[config.mk]
export PLATFORM = sky130hd
export DESIGN_NAME = mdio_mmd_slave
export DESIGN_NICKNAME = d
export VERILOG_FILES = /design/src/rtl/mdio_pkg.sv /design/src/rtl/mdio_preamble_det.sv /design/src/rtl/mdio_mmd_slave.sv
export SDC_FILE = /design/constraint.sdc
export NUM_CORES = 1
export LEC_CHECK = 0
export CAP_MARGIN = 25
export CORE_UTILIZATION = 47
export DETAILED_ROUTE_END_ITERATION = 10
export GPL_TIMING_DRIVEN = 0
export PLACE_DENSITY_LB_ADDON = 0.2
export SLEW_MARGIN = 20
export SYNTH_ARGS = -nofsm -noshare
export SYNTH_HDL_FRONTEND = slang
export SYNTH_SLANG_ARGS = --single-unit
[constraint.sdc]
create_clock -name mdc -period 1.6 [get_ports mdc]
set_input_delay 0.48 -clock mdc [delete_from_list [all_inputs] [get_ports mdc]]
set_output_delay 0.48 -clock mdc [all_outputs]
set_load 0.02 [all_outputs]
[src/rtl/mdio_pkg.sv]
// mdio_pkg: shared FSM states, opcodes and field widths for the MDIO slave
package mdio_pkg;
    localparam int ADDR_W = 5;
    localparam int DATA_W = 16;
    localparam int TA_LEN = 2;
    localparam logic [1:0] OP_READ  = 2'b10;
    localparam logic [1:0] OP_WRITE = 2'b01;
    typedef enum logic [2:0] {
        S_IDLE, S_ST, S_OP, S_PHYAD, S_REGAD, S_TA1, S_TA2, S_DATA
    } state_e;
endpackage

[src/rtl/mdio_preamble_det.sv]
// mdio_preamble_det: saturating preamble ones-counter; MDIO_PREAMBLE_SUPPRESS_EN accepts start after one 1-bit
module mdio_preamble_det #(
    parameter int PREAMBLE_LEN = 32
) (
    input  logic mdc,
    input  logic rst,
    input  logic en_i,
    input  logic mdi_i,
    output logic sof_o
);
`ifdef MDIO_PREAMBLE_SUPPRESS_EN
    localparam logic [5:0] THR = 6'd1;
`else
    localparam logic [5:0] THR = 6'(PREAMBLE_LEN);
`endif
    localparam logic [5:0] SAT = 6'(PREAMBLE_LEN);
    logic [5:0] cnt_q, cnt_d;
    assign sof_o = en_i && !mdi_i && cnt_q >= THR;
    // Ones since the last 0 while idle; cleared by any 0 or whenever a frame is in progress
    always_comb cnt_d = (en_i && mdi_i) ? (cnt_q == SAT ? cnt_q : cnt_q + 6'd1) : '0;
    // Counter register
    always_ff @(posedge mdc) begin
        if (rst) cnt_q <= '0;
        else     cnt_q <= cnt_d;
    end
endmodule

[src/rtl/mdio_mmd_slave.sv]
// mdio_mmd_slave: Clause 22 MDIO slave turning serial frames into register strobes
module mdio_mmd_slave
    import mdio_pkg::*;
#(
    parameter logic [ADDR_W-1:0] PHY_ADDR     = 5'd1,
    parameter int                PREAMBLE_LEN = 32
) (
    input  logic              mdc,
    input  logic              rst,
    input  logic              mdi,
    output logic              mdo,
    output logic              mdo_en,
    output logic [ADDR_W-1:0] reg_addr,
    output logic [DATA_W-1:0] reg_wdata,
    output logic              reg_wr,
    output logic              reg_rd,
    input  logic [DATA_W-1:0] reg_rdata,
    output logic              frame_err
);
    state_e            state_q, state_d;
    logic [3:0]        cnt_q, cnt_d;
    logic [DATA_W-1:0] sh_q, sh_d, reg_wdata_q, reg_wdata_d;
    logic [ADDR_W-1:0] reg_addr_q, reg_addr_d, field;
    logic              rd_q, rd_d, ign_q, ign_d, mdo_q, mdo_d, mdo_en_q, mdo_en_d;
    logic              reg_wr_q, reg_wr_d, reg_rd_q, reg_rd_d, err_q, err_d;
    logic              sof, drive;
    logic [1:0]        op;

    mdio_preamble_det #(.PREAMBLE_LEN(PREAMBLE_LEN)) u_pre (
        .mdc   (mdc),
        .rst   (rst),
        .en_i  (state_q == S_IDLE),
        .mdi_i (mdi),
        .sof_o (sof)
    );

    assign drive     = rd_q && !ign_q;
    assign op        = {sh_q[0], mdi};
    assign field     = {sh_q[ADDR_W-2:0], mdi};
    assign mdo       = mdo_q;
    assign mdo_en    = mdo_en_q;
    assign reg_addr  = reg_addr_q;
    assign reg_wdata = reg_wdata_q;
    assign reg_wr    = reg_wr_q;
    assign reg_rd    = reg_rd_q;
    assign frame_err = err_q;

    // Frame decoder: one mdi bit per cycle, header bits and data share one shift register
    always_comb begin
        state_d     = state_q;
        cnt_d       = cnt_q - 4'd1;
        sh_d        = {sh_q[DATA_W-2:0], mdi};
        rd_d        = rd_q;
        ign_d       = ign_q;
        mdo_d       = 1'b1;
        mdo_en_d    = 1'b0;
        reg_addr_d  = reg_addr_q;
        reg_wdata_d = reg_wdata_q;
        reg_wr_d    = 1'b0;
        reg_rd_d    = 1'b0;
        err_d       = 1'b0;
        case (state_q)
            S_IDLE: state_d = sof ? S_ST : S_IDLE;
            S_ST: begin
                err_d   = !mdi;
                state_d = mdi ? S_OP : S_IDLE;
                cnt_d   = 4'd1;
            end
            S_OP: if (cnt_q == '0) begin
                rd_d    = op == OP_READ;
                err_d   = op != OP_READ && op != OP_WRITE;
                state_d = err_d ? S_IDLE : S_PHYAD;
                cnt_d   = 4'(ADDR_W - 1);
            end
            S_PHYAD: if (cnt_q == '0) begin
                ign_d   = field != PHY_ADDR;
                state_d = S_REGAD;
                cnt_d   = 4'(ADDR_W - 1);
            end
            S_REGAD: if (cnt_q == '0) begin
                state_d    = S_TA1;
                reg_rd_d   = drive;
                reg_addr_d = ign_q ? reg_addr_q : field;
            end
            S_TA1: begin
                state_d  = S_TA2;
                sh_d     = drive ? reg_rdata : sh_d;
                mdo_d    = !drive;
                mdo_en_d = drive;
            end
            S_TA2: begin
                state_d  = S_DATA;
                cnt_d    = 4'(DATA_W - 1);
                mdo_d    = drive ? sh_q[DATA_W-1] : 1'b1;
                mdo_en_d = drive;
            end
            S_DATA: begin
                mdo_d       = (drive && cnt_q != '0) ? sh_q[DATA_W-1] : 1'b1;
                mdo_en_d    = drive && cnt_q != '0;
                state_d     = cnt_q == '0 ? S_IDLE : S_DATA;
                reg_wr_d    = cnt_q == '0 && !rd_q && !ign_q;
                reg_wdata_d = reg_wr_d ? sh_d : reg_wdata_q;
            end
            default: state_d = S_IDLE;
        endcase
    end

    // State and output registers
    always_ff @(posedge mdc) begin
        if (rst) begin
            state_q     <= S_IDLE;
            cnt_q       <= '0;
            sh_q        <= '0;
            rd_q        <= 1'b0;
            ign_q       <= 1'b0;
            mdo_q       <= 1'b1;
            mdo_en_q    <= 1'b0;
            reg_addr_q  <= '0;
            reg_wdata_q <= '0;
            reg_wr_q    <= 1'b0;
            reg_rd_q    <= 1'b0;
            err_q       <= 1'b0;
        end else begin
            state_q     <= state_d;
            cnt_q       <= cnt_d;
            sh_q        <= sh_d;
            rd_q        <= rd_d;
            ign_q       <= ign_d;
            mdo_q       <= mdo_d;
            mdo_en_q    <= mdo_en_d;
            reg_addr_q  <= reg_addr_d;
            reg_wdata_q <= reg_wdata_d;
            reg_wr_q    <= reg_wr_d;
            reg_rd_q    <= reg_rd_d;
            err_q       <= err_d;
        end
    end
endmodule

==> summary.md <==
| Metric | Value |
|---|---|
| Max_slew headroom | 0.706 |
| Multi-input gate area | 1340 um^2 |
| Worst r2r src | cnt_q[0] |
| Clock Skew | 0.00608 ns |
| Worst Path Arrival | 1.80 ns |
| CP delay by family, top | simple AND/OR/NAND/NOR gates |
| CP endpoint kind | register |
| CP max-delay cell | dfxtp_4 |
| Final Setup Violations | 0 |
| Worst min path class | register to register |
| Worst-Skew Late Latency | 0.33 ns |
| Power Dens Cells | 944 nW/um^2 |
| CTS Root Cell | clkbuf_8 |
| IO Port Bufs | 44 |
| Post-Syn Nets | 308 |
| Average size of a mapped cell | 9.18 um^2 |
| Layout cells sized above 1 | 0.136 |
| Hold WS | 0.469 ns |
| Area growth, synth to finish | 32.2% |
| Endpoints failing hold | 0 |
| Via count | 2,245 |
| HP Start | reg_wdata[14] |
| Total Routing Usage GR | 0.213 |
| Initial antenna violation count | 0 |
| Chip Width | 76.4 um |
| Register area | 1150 um^2 |
| Vias per std cell | 5.32 |
| Final ANT Viol Nets | 0 |
| WL per Instance | 14.0 um |
| Gpl congestion | 0.868 |
| Vias in the first global route | 2,160 |
| Yosys cell types | 45 |
| Power, Total | 3.24 mW |
| Die span in y | 76.4 um |
| Clock slew at reported path FFs | 0.07 ns |
| # rows | 26 |
| Worst endpoint required time | 1.86 ns |
| Crit-path max FO | 6 |
| Fin nets | 372 |
| Worst hold endpoint | reg_wdata[14] |
| R2R depth | 7 |
| Max_cap viols | 0 |
| Min Tclk post-route | 1.55 ns |
| Cts hold-fix bufs | 0 |
| Least-Margin Pin Slew | 0.437 ns |
| Core Area | 5200 um^2 |
| First-pass GRT wire length | 9.89 mm |
| Seq/Total Area, Yosys | 0.439 |
| Commonest non-fill, non-tap cells in the layout | dfxtp_1 (55), nand2b_1 (41), dlygate4sd2_1 (27) |
| # IOs | 45 |
| CTS sink cnt | 57 |
| Status | complete, no violations |
| N_diodes | 0 |
| CTS tree | yes |
| Leakage | 1.35 nW |
| Drt drc | 0 |
| VDD IR-drop max | 0.000581 V |
| Inserted Clock Buffers | 9 |
| Syn Inst Count | 283 |
| Max Clk Rate | 0.647 GHz |
| R2R setup slack | 0.05 ns |
| Worst-path cell chain | inv_4, ha_4, nand4bb_4, and4bb_2, buf_8, buf_12, mux2i_1 |
| DRT iter0 DRCs | 131 |
| Fill cells | 450 |
| Post-Route WL | 5.92 mm |
| Clock Tree Buf Depth | 2 |
| Yosys top cell area share | 0.439 |
| Crit-path max cell delay | 0.36 ns |
| CP Launch Type | register |
| Commonest non-fill, non-tap cell in the layout | dfxtp_1 |
| Synth warn | 0 |
| WP buf/inv | 3 |
| DP Wirelength | 4.09 mm |
| Die area | 5830 um^2 |
| H-Tree Depth | 3 |
| Tcrit/Tclk final | 0.966 |
| RR Endpoint | reg_wdata[7] |
| Unrepaired setup endpoints after global routing | true |
| Critical path class | register to register |
| Min-Delay Path Depth | 2 |
| First drt pass iteration count | 4 |
| Synth Cell Area | 2600 um^2 |
| Synth area leader | dfxtp_1 |
| Top cells by area, synth | dfxtp_1 (44%), nand2b_1 (9.9%), mux2i_1 (8.5%) |
| Global route total overflow | 0 |
| Pin count of the biggest net entering global routing | 11 |
| Flops & latches, synth | 57 |
| Final count of pins violating max slew | 0 |
| Starting density of the core | 0.499 |
worst min-delay path, delay by kind of cell, from the launching register on:
family	cells	cell delay, ns
flops	1	0.31
simple gates	1	0.06
mux	1	0.06
metal layers:
layer | vias up | global-route usage | wire length [um]
met1 | 1064 | 0.274 | 2790
li1 | 1111 | - | -
met5 | - | 0 | 0
met2 | 61 | 0.346 | 2820
met4 | 0 | 0.102 | 96
met3 | 9 | 0.0347 | 219
state kept, by name, summed over array words and instances, names as in the netlist:
register and cells:
ign_q 1, rd_q 1, reg_addr 5, reg_wr 1, frame_err 1, sh_q 16
mdo_en 1, cnt_q 4, state_q 3, u_pre.cnt_q 6, mdo 1, reg_rd 1
reg_wdata 16
metrics by stage:
stage / setup TNS (ns) / cells / area, um^2 / utilization / setup slack, ns
after floorplan: 0 / 283 / 2600 / - / 0.0313
after detailed placement: -28.27 / 397 / 3130 / 0.601 / -0.769
after global routing: -0.0402 / 422 / 3430 / 0.660 / -0.0223
final: 0 / 422 / 3430 / 0.660 / 0.0548
after global placement: -28.13 / 397 / 3130 / 0.601 / -0.772
after CTS: 0 / 417 / 3360 / 0.646 / 0.0122
report_power, final:
part / internal [mW] / total [mW] / leakage [nW] / switching, mW
sequential: 1.45 / 1.50 / 0.462 / 0.0479
combinational: 0.189 / 0.348 / 0.782 / 0.159
clock: 0.846 / 1.40 / 0.107 / 0.550
cell families (layout without fill, tap and decap cells):
| kind of cell | count (synthesis) | count (layout) | share of synthesized area |
|---|---|---|---|
| xor gates and xnor gates | 4 | 4 | 0.0135 |
| DFF | 57 | 57 | 0.439 |
| AOI/OAI and AO/OA | 62 | 62 | 0.133 |
| buffers and inverters | 32 | 101 | 0.0554 |
| muxes | 22 | 22 | 0.0847 |
| and+or+nand+nor | 100 | 100 | 0.246 |
| adders and majority gates | 6 | 6 | 0.0289 |
Yosys cell counts (all sizes together):
library cell	number
mux2i	22
o211ai	1
and3b	1
ha	6
o32a	1
o31ai	2
a221oi	1
o21a	1
or2	2
dfxtp	57
or4	1
or3	2
nor3b	3
nand2b	41
nor2	5
nor4bb	2
nand3b	1
a21o	1
nor2b	4
inv	11
nor4	1
o31a	1
xnor2	1
and4bb	2
buf	7
nand4bb	2
clkbuf	14
nand4	1
a211oi	1
a31oi	2
nor3	6
a32o	1
nand3	22
a21oi	25
xor2	3
o21ai	25
nor4b	1
nand2	3
area by class of cell:
type,instances,share of cell area
Multi-Input combinational cell,194,0.390
Sequential cell,57,0.334
Timing Repair Buffer,54,0.144
Clock buffer,14,0.0503
Buffer,20,0.0335
Tap cell,70,0.0255
Inverter,11,0.0128
Clock inverter,2,0.0102
how the worst max path moves through the flow:
stage	startpoint	to	slack (ns)	depth (start not counted)
after floorplan	cnt_q[0]	reg_wdata[10]	0.03	7
after global placement	rst	cnt_q[1]	-0.77	5
after detailed placement	rst	cnt_q[3]	-0.77	5
after CTS	cnt_q[0]	reg_wdata[7]	0.01	7
after global routing	cnt_q[0]	reg_wdata[7]	-0.02	7
final	cnt_q[0]	reg_wdata[7]	0.05	7
what timing repair did:
item                                    4_1_cts  5_1_grt
resized for setup                            40        8
pin swaps                                     2        2
gates cloned                                  0        1
buffers inserted                              4        5
endpoints found under the setup margin       80       26
No activity file was read; power rests on OpenSTA's default activity.
